--- config.mk ---
export PLATFORM = sky130hd
export DESIGN_NAME = plru_way_select_flat
export DESIGN_NICKNAME = d
export VERILOG_FILES = /design/src/rtl/plru_way_select_pkg.sv /design/src/rtl/plru_way_select_if.sv /design/src/rtl/plru_tree_update.sv /design/src/rtl/plru_way_select.sv /design/src/flat_wrapper.sv
export SDC_FILE = /design/constraint.sdc
export NUM_CORES = 1
export LEC_CHECK = 0
export BUFFER_PORTS_ARGS = -buffer_cell sky130_fd_sc_hd__buf_2
export CAP_MARGIN = 40
export CORE_MARGIN = 3
export CORE_UTILIZATION = 56
export CTS_CLUSTER_SIZE = 24
export DETAILED_ROUTE_END_ITERATION = 6
export GPL_TIMING_DRIVEN = 0
export PLACE_DENSITY = 0.84
export SLEW_MARGIN = 0
export SYNTH_ARGS = -nofsm -noshare
export SYNTH_HDL_FRONTEND = slang
export SYNTH_HIERARCHICAL = 1
export SYNTH_SLANG_ARGS = --single-unit
--- constraint.sdc ---
create_clock -name clk_in -period 2.95 [get_ports clk_in]
set_input_delay 0.295 -clock clk_in [delete_from_list [all_inputs] [get_ports clk_in]]
set_output_delay 0.295 -clock clk_in [all_outputs]
set_load 0.02 [all_outputs]
--- src/rtl/plru_way_select_pkg.sv ---
// Shared constants, types and one-hot helpers for the tree pseudo-LRU way selector.
// Widths in this package set the geometry that every plru_way_select instance must use.
package plru_way_select_pkg;

   localparam int unsigned PLRU_NUM_WAY      = 8;
   localparam int unsigned PLRU_NUM_SET      = 16;
   localparam int unsigned NUM_WAY_LOG2      = $clog2(PLRU_NUM_WAY);
   localparam int unsigned SET_INDEX_WIDTH   = $clog2(PLRU_NUM_SET);
   localparam int unsigned PLRU_BITS_PER_SET = PLRU_NUM_WAY - 1;

   typedef logic [PLRU_NUM_WAY-1:0]      way_vec_t;
   typedef logic [NUM_WAY_LOG2-1:0]      way_idx_t;
   typedef logic [SET_INDEX_WIDTH-1:0]   set_idx_t;
   typedef logic [PLRU_BITS_PER_SET-1:0] plru_bits_t;

   function automatic logic is_onehot(way_vec_t v);
      return (v != '0) && ((v & (v - way_vec_t'(1))) == '0);
   endfunction

   function automatic way_idx_t onehot_to_bin(way_vec_t v);
      way_idx_t b = '0;
      for (int i = 0; i < PLRU_NUM_WAY; i++) begin
         if (v[i]) b |= way_idx_t'(i);
      end
      return b;
   endfunction

   function automatic way_vec_t bin_to_onehot(way_idx_t b);
      way_vec_t v = '0;
      v[b] = 1'b1;
      return v;
   endfunction

endpackage

--- src/rtl/plru_way_select_if.sv ---
// Access/query/victim bundle between the cache controller and the PLRU way selector.
interface plru_way_select_if;
   import plru_way_select_pkg::*;

   logic     access_valid_in;
   set_idx_t access_set_in;
   way_vec_t access_way_in;
   logic     query_valid_in;
   set_idx_t query_set_in;
   way_vec_t way_valid_in;
   logic     victim_valid_out;
   way_vec_t victim_way_out;
   logic     access_error_out;

   modport master (
      output access_valid_in, access_set_in, access_way_in,
      output query_valid_in, query_set_in, way_valid_in,
      input  victim_valid_out, victim_way_out, access_error_out
   );

   modport slave (
      input  access_valid_in, access_set_in, access_way_in,
      input  query_valid_in, query_set_in, way_valid_in,
      output victim_valid_out, victim_way_out, access_error_out
   );

endinterface

--- src/rtl/plru_tree_update.sv ---
// Combinational next-state for one set's PLRU tree: every node on the path to the
// accessed way is turned to point away from it (left turn writes 1, right turn writes 0).
module plru_tree_update
   import plru_way_select_pkg::*;
(
   input  plru_bits_t plru_i,
   input  way_idx_t   way_idx_i,
   output plru_bits_t plru_o
);

   way_idx_t node;
   logic     dir;

   always_comb begin
      plru_o = plru_i;
      node   = '0;
      dir    = 1'b0;
      for (int lvl = 0; lvl < NUM_WAY_LOG2; lvl++) begin
         // Way index bits, MSB first, give the left/right turn at each level.
         dir          = way_idx_i[NUM_WAY_LOG2-1-lvl];
         plru_o[node] = ~dir;
         node         = (node << 1) + way_idx_t'(1) + way_idx_t'(dir);
      end
   end

endmodule

--- src/rtl/plru_way_select.sv ---
// Tree pseudo-LRU victim selector: per-set PLRU state, update on legal accesses,
// registered one-hot victim (invalid ways first) one cycle after each query.
module plru_way_select
   import plru_way_select_pkg::*;
#(
   parameter int unsigned NUM_WAY = PLRU_NUM_WAY,
   parameter int unsigned NUM_SET = PLRU_NUM_SET
) (
   input logic              clk_in,
   input logic              reset_in,
   plru_way_select_if.slave bus_if
);

   plru_bits_t         plru_q [NUM_SET];
   plru_bits_t         plru_rd;
   plru_bits_t         plru_upd;
   way_idx_t           acc_idx;
   logic               acc_legal;
   way_idx_t           walk_idx;
   way_idx_t           node;
   logic [NUM_WAY-1:0] inv_oh;
   logic               inv_found;
   logic [NUM_WAY-1:0] victim_way_d;

   logic               victim_valid_q;
   logic [NUM_WAY-1:0] victim_way_q;
   logic               access_error_q;

   assign acc_legal = is_onehot(bus_if.access_way_in);
   assign acc_idx   = onehot_to_bin(bus_if.access_way_in);
   // Query reads the registered state, so a same-cycle access to the same set is not seen yet.
   assign plru_rd   = plru_q[bus_if.query_set_in];

   plru_tree_update u_tree_update (
      .plru_i    (plru_q[bus_if.access_set_in]),
      .way_idx_i (acc_idx),
      .plru_o    (plru_upd)
   );

   always_comb begin
      node     = '0;
      walk_idx = '0;
      for (int lvl = 0; lvl < NUM_WAY_LOG2; lvl++) begin
         walk_idx[NUM_WAY_LOG2-1-lvl] = plru_rd[node];
         node = (node << 1) + way_idx_t'(1) + way_idx_t'(plru_rd[node]);
      end
   end

   always_comb begin
      inv_oh    = '0;
      inv_found = 1'b0;
      for (int w = 0; w < NUM_WAY; w++) begin
         if (!inv_found && !bus_if.way_valid_in[w]) begin
            inv_oh[w] = 1'b1;
            inv_found = 1'b1;
         end
      end
      victim_way_d = inv_found ? inv_oh : bin_to_onehot(walk_idx);
   end

   always_ff @(posedge clk_in) begin
      if (reset_in) begin
         for (int s = 0; s < NUM_SET; s++) begin
            plru_q[s] <= '0;
         end
         victim_valid_q <= 1'b0;
         victim_way_q   <= '0;
         access_error_q <= 1'b0;
      end else begin
         if (bus_if.access_valid_in && acc_legal) begin
            plru_q[bus_if.access_set_in] <= plru_upd;
         end
         victim_valid_q <= bus_if.query_valid_in;
         victim_way_q   <= bus_if.query_valid_in ? victim_way_d : '0;
         access_error_q <= bus_if.access_valid_in && !acc_legal;
      end
   end

   assign bus_if.victim_valid_out = victim_valid_q;
   assign bus_if.victim_way_out   = victim_way_q;
   assign bus_if.access_error_out = access_error_q;

endmodule

--- src/flat_wrapper.sv ---
// flat-port wrapper written by rule: the top's interface ports become plain ports
module plru_way_select_flat import plru_way_select_pkg::*;
#(
   parameter int unsigned NUM_WAY = PLRU_NUM_WAY,
   parameter int unsigned NUM_SET = PLRU_NUM_SET
)
  (clk_in, reset_in, bus_if_access_valid_in, bus_if_access_set_in, bus_if_access_way_in, bus_if_query_valid_in, bus_if_query_set_in, bus_if_way_valid_in, bus_if_victim_valid_out, bus_if_victim_way_out, bus_if_access_error_out);
  plru_way_select_if bus_if_i ();
  input logic clk_in;
  input logic reset_in;
  input wire logic [$bits(bus_if_i.access_valid_in)-1:0] bus_if_access_valid_in;
  input wire logic [$bits(bus_if_i.access_set_in)-1:0] bus_if_access_set_in;
  input wire logic [$bits(bus_if_i.access_way_in)-1:0] bus_if_access_way_in;
  input wire logic [$bits(bus_if_i.query_valid_in)-1:0] bus_if_query_valid_in;
  input wire logic [$bits(bus_if_i.query_set_in)-1:0] bus_if_query_set_in;
  input wire logic [$bits(bus_if_i.way_valid_in)-1:0] bus_if_way_valid_in;
  output wire logic [$bits(bus_if_i.victim_valid_out)-1:0] bus_if_victim_valid_out;
  output wire logic [$bits(bus_if_i.victim_way_out)-1:0] bus_if_victim_way_out;
  output wire logic [$bits(bus_if_i.access_error_out)-1:0] bus_if_access_error_out;
  assign bus_if_i.access_valid_in = bus_if_access_valid_in;
  assign bus_if_i.access_set_in = bus_if_access_set_in;
  assign bus_if_i.access_way_in = bus_if_access_way_in;
  assign bus_if_i.query_valid_in = bus_if_query_valid_in;
  assign bus_if_i.query_set_in = bus_if_query_set_in;
  assign bus_if_i.way_valid_in = bus_if_way_valid_in;
  assign bus_if_victim_valid_out = bus_if_i.victim_valid_out;
  assign bus_if_victim_way_out = bus_if_i.victim_way_out;
  assign bus_if_access_error_out = bus_if_i.access_error_out;
  plru_way_select #(.NUM_WAY(NUM_WAY), .NUM_SET(NUM_SET)) u_core (.clk_in(clk_in), .reset_in(reset_in), .bus_if(bus_if_i));
endmodule
==> results of run 1 <==
[registers in the layout, summed over array words and instances, names as in the netlist]
| name | cells |
|---|---|
| u_core/bus_if.victim_way_out | 8 |
| u_core/plru_q | 112 |
| u_core/bus_if.access_error_out | 1 |
| u_core/bus_if.victim_valid_out | 1 |
[area by class of cell]
class	instances	area [sq um]
plain buffers	62	312
clock inverters	9	98.8
flip-flops and latches	122	3560
well taps	168	210
inverters	12	45.0
fillers	846	4100
multi-input cells	363	3360
repair buffers	41	215
clock buffers	23	458
[power by group through the flow]
| stage | combinational, uW | clock [uW] | sequential, uW |
|---|---|---|---|
| 2_1_floorplan | 386 | 0 | 2000 |
| 3_3_place_gp | 552 | 0 | 2010 |
| 3_5_place_dp | 577 | 0 | 2010 |
| 4_1_cts | 585 | 1980 | 1980 |
| 5_1_grt | 629 | 2060 | 1990 |
| 6_report | 607 | 1970 | 1990 |
[per-layer routing]
metal  routed length (microns)  vias to the layer above  global-route usage, %  part of all wire (%)
met5                         0                        -                      0                     0
met4                      1690                        0                   20.1                   7.5
met3                      3540                      145                   9.33                    16
met2                     10000                      611                   49.0                    45
met1                      7140                     2801                   40.1                    32
li1                          -                     2384                      -                     -
[worst reg2reg max path, cell delays in order (launching register included)]
cell	delay [ns]
edfxtp_1	0.39
mux4_2	0.57
mux4_2	0.55
inv_1	0.08
mux2i_1	0.21
and3_1	0.27
buf_1	0.19
nor4b_2	0.20
[through the flow]
stage	worst slack (ns)	area [sq um]
2_1_floorplan	0.234	7270
3_3_place_gp	-0.331	7630
3_5_place_dp	-0.389	7700
4_1_cts	0.0287	8260
5_1_grt	0.0827	8260
6_report	0.107	8260
[path summary, 6_finish.rpt]
path	start	end	slack, ns	cells after the start
max reg2reg	u_core/plru_q[15][3]	u_core/plru_q[5][3]	0.22	7
min reg2reg	u_core/plru_q[14][4]	u_core/bus_if.victim_way_out[2]	0.94	3
max	bus_if_access_set_in[0]	u_core/plru_q[5][3]	0.11	9
min	bus_if_way_valid_in[7]	u_core/bus_if.victim_way_out[7]	0.08	2
==> impl_metrics.tcl, run 1 <==
set metrics [dict create \
    crit_chain "buf_2 -> buf_2 -> mux4_2 -> mux4_2 -> inv_1 -> mux2i_1 -> and3_1 -> buf_1 -> nor4b_2" \
    p_int_uw 3420 \
    most-common-layout-cells "112 x edfxtp_1, 65 x nand2_1, 59 x mux4_2" \
    cp_slowest_cell "mux4_2" \
    slowest_delay_ns 0.64 \
    fin_total_pwr_uw 4560 \
    syn_inst 559 \
    drcViolationCount 0 \
    outcome "finished, final reports clean" \
    end_kind "flip-flop" \
    clk_latency_ns 0.42 \
    rsz0062_at_grt "no" \
    drive_above_1_share_pct 29.7 \
    grtUsageTotal_pct 32.0 \
    cts_root_buf "clkbuf_16" \
    drtIter0Drc 1239 \
    period_minus_slack_ns 2.84 \
    p_switching_uw 1150 \
    syn_area_per_cell_sq_um 13.0 \
    max_freq_mhz 352 \
    cts_hold_buffers 0 \
    slew_headroom_pct 34.3 \
    layout_commonest_cell "edfxtp_1" \
    ant_nets 0 \
    finalCritPeriodShare_pct 96.4 \
    peakVddDrop_v 0.000334 \
    core_area_sq_um 12400 \
    grt_start_max_net_pins 17 \
    grt_remaining_overflow 0 \
    fin_nets 651 \
    avgViaCountPerCell 7.43 \
    path_max_fanout 10 \
    crit_buf_inv 4 \
    gp_congestion 0.965 \
    clk_pin_slew_worst_paths_ns 0.05 \
    tightest_slew_ns 0.979 \
    setup_viol 0 \
    seqPwrFrac_pct 43.5 \
    place_inst 768 \
    wl_microns 22400 \
    fin_skew_ns 0.0107 \
    syn_area_sq_um 7270 \
    die_x_microns 120 \
    io_buffer_count 31 \
    p_sw_share_pct 25.1 \
    start_kind "primary input" \
    critPathTopFamily "multiplexers" \
    cts_resized 0 \
    pwr-share-clk_pct 43.2 \
    area_growth_syn_to_layout_pct 13.7 \
    power_density_nw_per_um2 552 \
    drv_slew 0 \
    grt_pass1_vias 5627 \
    num_vias 5941 \
    fin_util_pct 66.8 \
    grt_antenna_before_repair 0 \
    cts_max_level 4 \
    grt_pass1_wl_microns 33700 \
    drv_cap 0 \
    final-hold-violation-count 0 \
    worstHoldPathType "primary input to flip-flop" \
    initial_core_util_pct 58.8 \
    num_rows 40 \
    cts_made_buffers 17 \
    setup_tns_ns 0 \
    diodes 0 \
    dr.pass1.iters 7 \
    comb_power_share_pct 13.3 \
    clkSinkCount 122 \
    cp.arrival_ns 2.98 \
    worstPathRequired_ns 3.09 \
    hold_slack_ns 0.0788 \
    hpwl_microns 16300 \
    postCtsSetupBuffers 0 \
    finalNonFillerCells 800 \
    wl_per_cell_microns 28.0 \
    fp.dieArea_sq_um 14400 \
    synth_fp_nets 591 \
    cts_tree "built" \
    power_leakage_uw 0.00265 \
    crit_type "primary input to flip-flop" \
    die_y_microns 120 \
    ys_warn_count 6 \
    cts_buffer_depth 2 \
    pin_count 38 \
]
No activity file was read; power rests on OpenSTA's default activity.
==> run 2: changes to the inputs <==
--- a/config.mk
+++ b/config.mk
@@ -7,8 +7,10 @@
 export LEC_CHECK = 0
 export BUFFER_PORTS_ARGS = -buffer_cell sky130_fd_sc_hd__buf_2
 export CAP_MARGIN = 40
+export CELL_PAD_IN_SITES_DETAIL_PLACEMENT = 2
+export CELL_PAD_IN_SITES_GLOBAL_PLACEMENT = 2
 export CORE_MARGIN = 3
-export CORE_UTILIZATION = 56
+export CORE_UTILIZATION = 40
 export CTS_CLUSTER_SIZE = 24
 export DETAILED_ROUTE_END_ITERATION = 6
 export GPL_TIMING_DRIVEN = 0
==> run 2 against run 1 <==
Net effect: the flow now finishes with violations (negative setup slack); non-clock buffer count up 2; die area up 38%; clock power up 16%; count of clock-buffer cells in the layout down 4; power up 8.8%; critical endpoint is now u_core/plru_q[5][1]; largest power group is now the clock network.
==> impl_metrics.tcl, run 2 (synthesis gave the netlist of run 1 again) <==
set metrics [dict create \
    crit_chain "buf_2 -> buf_1 -> nor2_1 -> nand3_1 -> o41ai_2 -> buf_2" \
    violations "negative setup slack" \
    met3_length_microns 3350 \
    reg2reg_from "u_core/plru_q[12][1]" \
    worstHoldPathType "primary input to flip-flop" \
    drcViolationCount 0 \
    slew_headroom_pct 30.9 \
    path_common_cell "buf_2" \
    core_area_sq_um 17500 \
    drv_cap 0 \
    grt_pass1_vias 6461 \
    drv_slew 0 \
    fin_nets 653 \
    io_buffer_count 31 \
    grt_pass1_wl_microns 46200 \
    setup_viol 11 \
    cp.depth 6 \
    die_x_microns 141 \
    cts_max_level 4 \
    holdPathStages 2 \
    gp_congestion 0.941 \
    layout_commonest_cell "edfxtp_1" \
    seqCellArea_sq_um 3560 \
    grtUsageTotal_pct 32.8 \
    cp_slowest_cell "o41ai_2" \
    cts_buffer_depth 2 \
    p_sw_share_pct 26.2 \
    path_max_fanout 9 \
    cts_root_buf "clkbuf_16" \
    fin_ws_ns -0.169 \
    start_kind "primary input" \
    max_freq_mhz 321 \
    critPathTopFamily "simple AND/OR/NAND/NOR gates" \
    peakVddDrop_v 0.000407 \
    largest_register "u_core/plru_q" \
    multiInputGateArea_sq_um 3400 \
    seqPwrFrac_pct 40.2 \
    most-common-layout-cells "112 x edfxtp_1, 65 x nand2_1, 60 x buf_2" \
    reg2reg_depth 7 \
    tightest_slew_ns 1.03 \
    finalCritPeriodShare_pct 106 \
    slowest_delay_ns 0.97 \
    hp-start "bus_if_way_valid_in[5]" \
    clk_pin_slew_worst_paths_ns 0.05 \
    met1_length_microns 11600 \
    outcome "finished, violations left" \
    num_rows 48 \
    power_leakage_uw 0.00271 \
    grt_start_max_net_pins 17 \
    n_fill_cell 1712 \
    cts_made_buffers 17 \
    final-hold-violation-count 0 \
    grt_remaining_overflow 0 \
    fin_util_pct 48.3 \
    critPathLaunch "bus_if_access_set_in[3]" \
    drtIter0Drc 946 \
    r2r-end "u_core/plru_q[15][1]" \
    wl_per_cell_microns 37.3 \
    preCtsSetupSlack_ns -0.824 \
    diodes 0 \
    grt_antenna_before_repair 0 \
    top_layer "met4" \
    num_vias 6290 \
    cp.arrival_ns 3.23 \
    pwr-share-clk_pct 46.1 \
    r2r_setup_slack_ns -0.06 \
    dr_wl_met2_microns 15000 \
    largest_reg_flops 112 \
    period_minus_slack_ns 3.12 \
    fin_skew_ns 0.0111 \
    clk_latency_ns 0.43 \
    pin_count 38 \
    avgViaCountPerCell 7.32 \
    crit_buf_inv 3 \
    fp.dieArea_sq_um 19800 \
    comb_power_share_pct 13.6 \
    drive_above_1_share_pct 32.2 \
    crit_type "primary input to flip-flop" \
    area_growth_syn_to_layout_pct 16.6 \
    cts_tree "built" \
    wl_microns 32000 \
    power_density_nw_per_um2 586 \
    die_y_microns 141 \
    p_switching_uw 1300 \
    hpwl_microns 22000 \
    initial_core_util_pct 41.4 \
    min_to "u_core/bus_if.victim_way_out[5]" \
    worstPathRequired_ns 3.06 \
    clkSinkCount 122 \
    ant_nets 0 \
    dr.pass1.iters 5 \
    end_kind "flip-flop" \
    p_int_uw 3660 \
]
-- run 2: through the flow --
stage / cells / total power (uW) / instance area [sq um] / TNS (ns) / hold slack (ns)
6_report: 859 / 4960 / 8470 / -1.05 / 0.0835
5_1_grt: 859 / 5070 / 8470 / -0.209 / 0.0862
4_1_cts: 858 / 4950 / 8430 / 0 / 0.0674
3_5_place_dp: 827 / 2650 / 7780 / -37.32 / 0.516
3_3_place_gp: 815 / 2590 / 7700 / -38.46 / 0.493
2_1_floorplan: 559 / 2380 / 7270 / 0 / 0.382
-- run 2: metal layers --
layer / up-vias / global-route usage (%)
met1: 3223 / 41.6
li1: 2381 / -
met4: 0 / 16.0
met2: 550 / 53.5
met5: - / 0
met3: 136 / 6.95
-- run 2: power by group through the flow --
| stage | Clock, uW | Sequential [uW] | Combinational [uW] |
|---|---|---|---|
| final | 2290 | 2000 | 676 |
| after detailed placement | 0 | 2020 | 622 |
| after global placement | 0 | 2020 | 576 |
| after CTS | 2310 | 1990 | 647 |
| after global routing | 2370 | 2000 | 694 |
| after floorplan | 0 | 2000 | 386 |
-- run 2: timing repair --
item / CTS / global route
resized for setup: 9 / 9
gates cloned: 0 / 0
buffers inserted: 0 / 0
endpoints found under the setup margin: 41 / 27
pin swaps: 0 / 0
hold buffers: 0 / 0
-- run 2: worst max-delay path by stage --
stage / end / slack [ns]
after detailed placement: u_core/plru_q[4][1] / -0.82
after CTS: u_core/plru_q[5][5] / 0.01
after global placement: u_core/plru_q[5][3] / -0.89
final: u_core/plru_q[5][1] / -0.17
after floorplan: u_core/plru_q[5][2] / 0.23
after global routing: u_core/plru_q[0][1] / -0.05
-- run 2: cell type report --
cell class / count / share of cell area (%)
multi-input cells: 363 / 40.2
clock buffers: 19 / 5.11
repair buffers: 45 / 2.72
plain buffers: 60 / 3.74
inverters: 12 / 0.532
clock inverters: 13 / 2.36
well taps: 225 / 3.32
flip-flops and latches: 122 / 42.1
==> run 3: changes to the inputs <==
--- a/config.mk
+++ b/config.mk
@@ -5,16 +5,17 @@
 export SDC_FILE = /design/constraint.sdc
 export NUM_CORES = 1
 export LEC_CHECK = 0
+export ABC_AREA = 1
 export BUFFER_PORTS_ARGS = -buffer_cell sky130_fd_sc_hd__buf_2
 export CAP_MARGIN = 40
 export CELL_PAD_IN_SITES_DETAIL_PLACEMENT = 2
 export CELL_PAD_IN_SITES_GLOBAL_PLACEMENT = 2
 export CORE_MARGIN = 3
-export CORE_UTILIZATION = 40
+export CORE_UTILIZATION = 34
 export CTS_CLUSTER_SIZE = 24
 export DETAILED_ROUTE_END_ITERATION = 6
 export GPL_TIMING_DRIVEN = 0
-export PLACE_DENSITY = 0.84
+export PLACE_DENSITY = 0.83
 export SLEW_MARGIN = 0
 export SYNTH_ARGS = -nofsm -noshare
 export SYNTH_HDL_FRONTEND = slang
==> run 3 against run 2 <==
Net effect: the run now ends clean; global-route usage fell by 6.3 points; critical endpoint is now u_core/plru_q[12][3]; clock power fell by 7%; maximum frequency rose by 8.9%.
==> impl_metrics.tcl, run 3 <==
set metrics [dict create \
    outcome "finished, final reports clean" \
    syn_area_sq_um 6840 \
    wl_per_cell_microns 24.8 \
    grt_pass1_wl_microns 42300 \
    pin_count 38 \
    finalCritPeriodShare_pct 97.1 \
    p_switching_uw 1260 \
    drv_cap 0 \
    clk_latency_ns 0.43 \
    num_rows 51 \
    tightest_slew_ns 0.761 \
    dr.pass1.iters 5 \
    slew_headroom_pct 49.3 \
    cts_buffer_depth 2 \
    area_growth_syn_to_layout_pct 16.1 \
    core_area_sq_um 19600 \
    syn_inst 815 \
    rsz0062_at_grt "no" \
    ant_nets 0 \
    grtUsageTotal_pct 26.4 \
    cts_tree "built" \
    grt_antenna_before_repair 0 \
    crit_type "primary input to flip-flop" \
    peakVddDrop_v 0.000397 \
    final-hold-violation-count 0 \
    fin_total_pwr_uw 4660 \
    hpwl_microns 20600 \
    max_freq_mhz 349 \
    setup_tns_ns 0 \
    worstPathRequired_ns 3.08 \
    stdcell_area_sq_um 7940 \
    end_kind "flip-flop" \
    most-common-layout-cells "136 x nand2_1, 131 x nor2_1, 112 x edfxtp_1" \
    wl_microns 28300 \
    place_area_sq_um 7330 \
    seqPwrFrac_pct 42.4 \
    clk_pin_slew_worst_paths_ns 0.06 \
    grt_start_max_net_pins 17 \
    setup_viol 0 \
    cts_root_buf "clkbuf_16" \
    start_kind "primary input" \
    die_x_microns 148 \
    die_y_microns 148 \
    pwr-share-clk_pct 45.6 \
    place_inst 1112 \
    cp.arrival_ns 2.99 \
    fin_skew_ns 0.00954 \
    largest_register "u_core/plru_q" \
    path_max_fanout 16 \
    gp_congestion 0.915 \
    power_leakage_uw 0.00326 \
    largest_reg_flops 112 \
    clkSinkCount 122 \
    cts_max_level 4 \
    layout_commonest_cell "nand2_1" \
    cts_made_buffers 17 \
    ys_warn_count 6 \
    synth_fp_nets 847 \
    finalNonFillerCells 1141 \
    comb_power_share_pct 11.9 \
    diodes 0 \
    power_density_nw_per_um2 587 \
    io_buffer_count 32 \
    drive_above_1_share_pct 15.0 \
    fp.dieArea_sq_um 21800 \
    syn_area_per_cell_sq_um 8.39 \
    fin_nets 895 \
    period_minus_slack_ns 2.86 \
    cts_hold_buffers 0 \
    n_fill_cell 2241 \
    holdPathStages 2 \
    p_sw_share_pct 27.1 \
    initial_core_util_pct 34.9 \
    reg2reg_depth 9 \
    avgViaCountPerCell 5.70 \
    drtIter0Drc 688 \
    postCtsSetupBuffers 0 \
    grt_remaining_overflow 0 \
    grt_pass1_vias 6745 \
    drv_slew 0 \
    num_vias 6502 \
    worstHoldPathType "primary input to flip-flop" \
    p_int_uw 3400 \
    drcViolationCount 0 \
]
[run 3: critical path: stages]
cell	delay [ns]
buf_2	0.20
nand2_1	0.24
clkbuf_1	0.58
o21ai_0	0.15
o21ai_0	0.39
nand4_1	0.21
nor2_1	0.12
a21oi_1	0.05
inv_1	0.56
nor2_1	0.18
[run 3: metal layers]
| metal | track usage [%] | part of all wire [%] |
|---|---|---|
| met1 | 34.4 | 42 |
| met2 | 43.2 | 47 |
| met3 | 5.46 | 7.0 |
| met4 | 10.7 | 3.7 |
| met5 | 0 | 0 |
[run 3: worst paths after layout]
path,from,end,slack (ns)
setup / recovery,bus_if_access_set_in[0],u_core/plru_q[12][3],0.09
hold / removal,reset_in,u_core/bus_if.access_error_out,0.07
setup reg to reg,u_core/plru_q[8][6],u_core/plru_q[10][6],0.49
hold reg to reg,u_core/plru_q[10][1],u_core/bus_if.victim_way_out[1],1.00
[run 3: cell type report]
cell class | count | area (sq um) | area share [%]
Sequential cell | 122 | 3560 | 44.9
Multi-Input combinational cell | 545 | 2620 | 33.0
Clock buffer | 25 | 559 | 7.04
Inverter | 103 | 393 | 4.95
Tap cell | 265 | 332 | 4.18
Buffer | 42 | 267 | 3.36
Timing Repair Buffer | 32 | 160 | 2.02
Clock inverter | 7 | 46.3 | 0.583
[run 3: stage by stage]
| step | setup WS, ns | util, % | hold slack, ns |
|---|---|---|---|
| floorplan | 0.712 | - | 0.372 |
| global placement | -0.578 | 37.4 | 0.497 |
| detailed placement | -0.647 | 37.4 | 0.510 |
| CTS | 0.0610 | 40.5 | 0.0595 |
| global route | 0.0159 | 40.5 | 0.0673 |
| finish | 0.0866 | 40.5 | 0.0699 |
[run 3: repair_timing]
action	in CTS	in global routing
resized for setup	4	7
gates cloned	0	0
endpoints found under the setup margin	60	68
[run 3: power by group through the flow]
stage	registers [uW]	logic, uW	clock network, uW
floorplan	2000	319	0
finish	1980	555	2130
global route	1980	597	2230
global placement	2010	518	0
detailed placement	2010	537	0
CTS	1980	543	2150
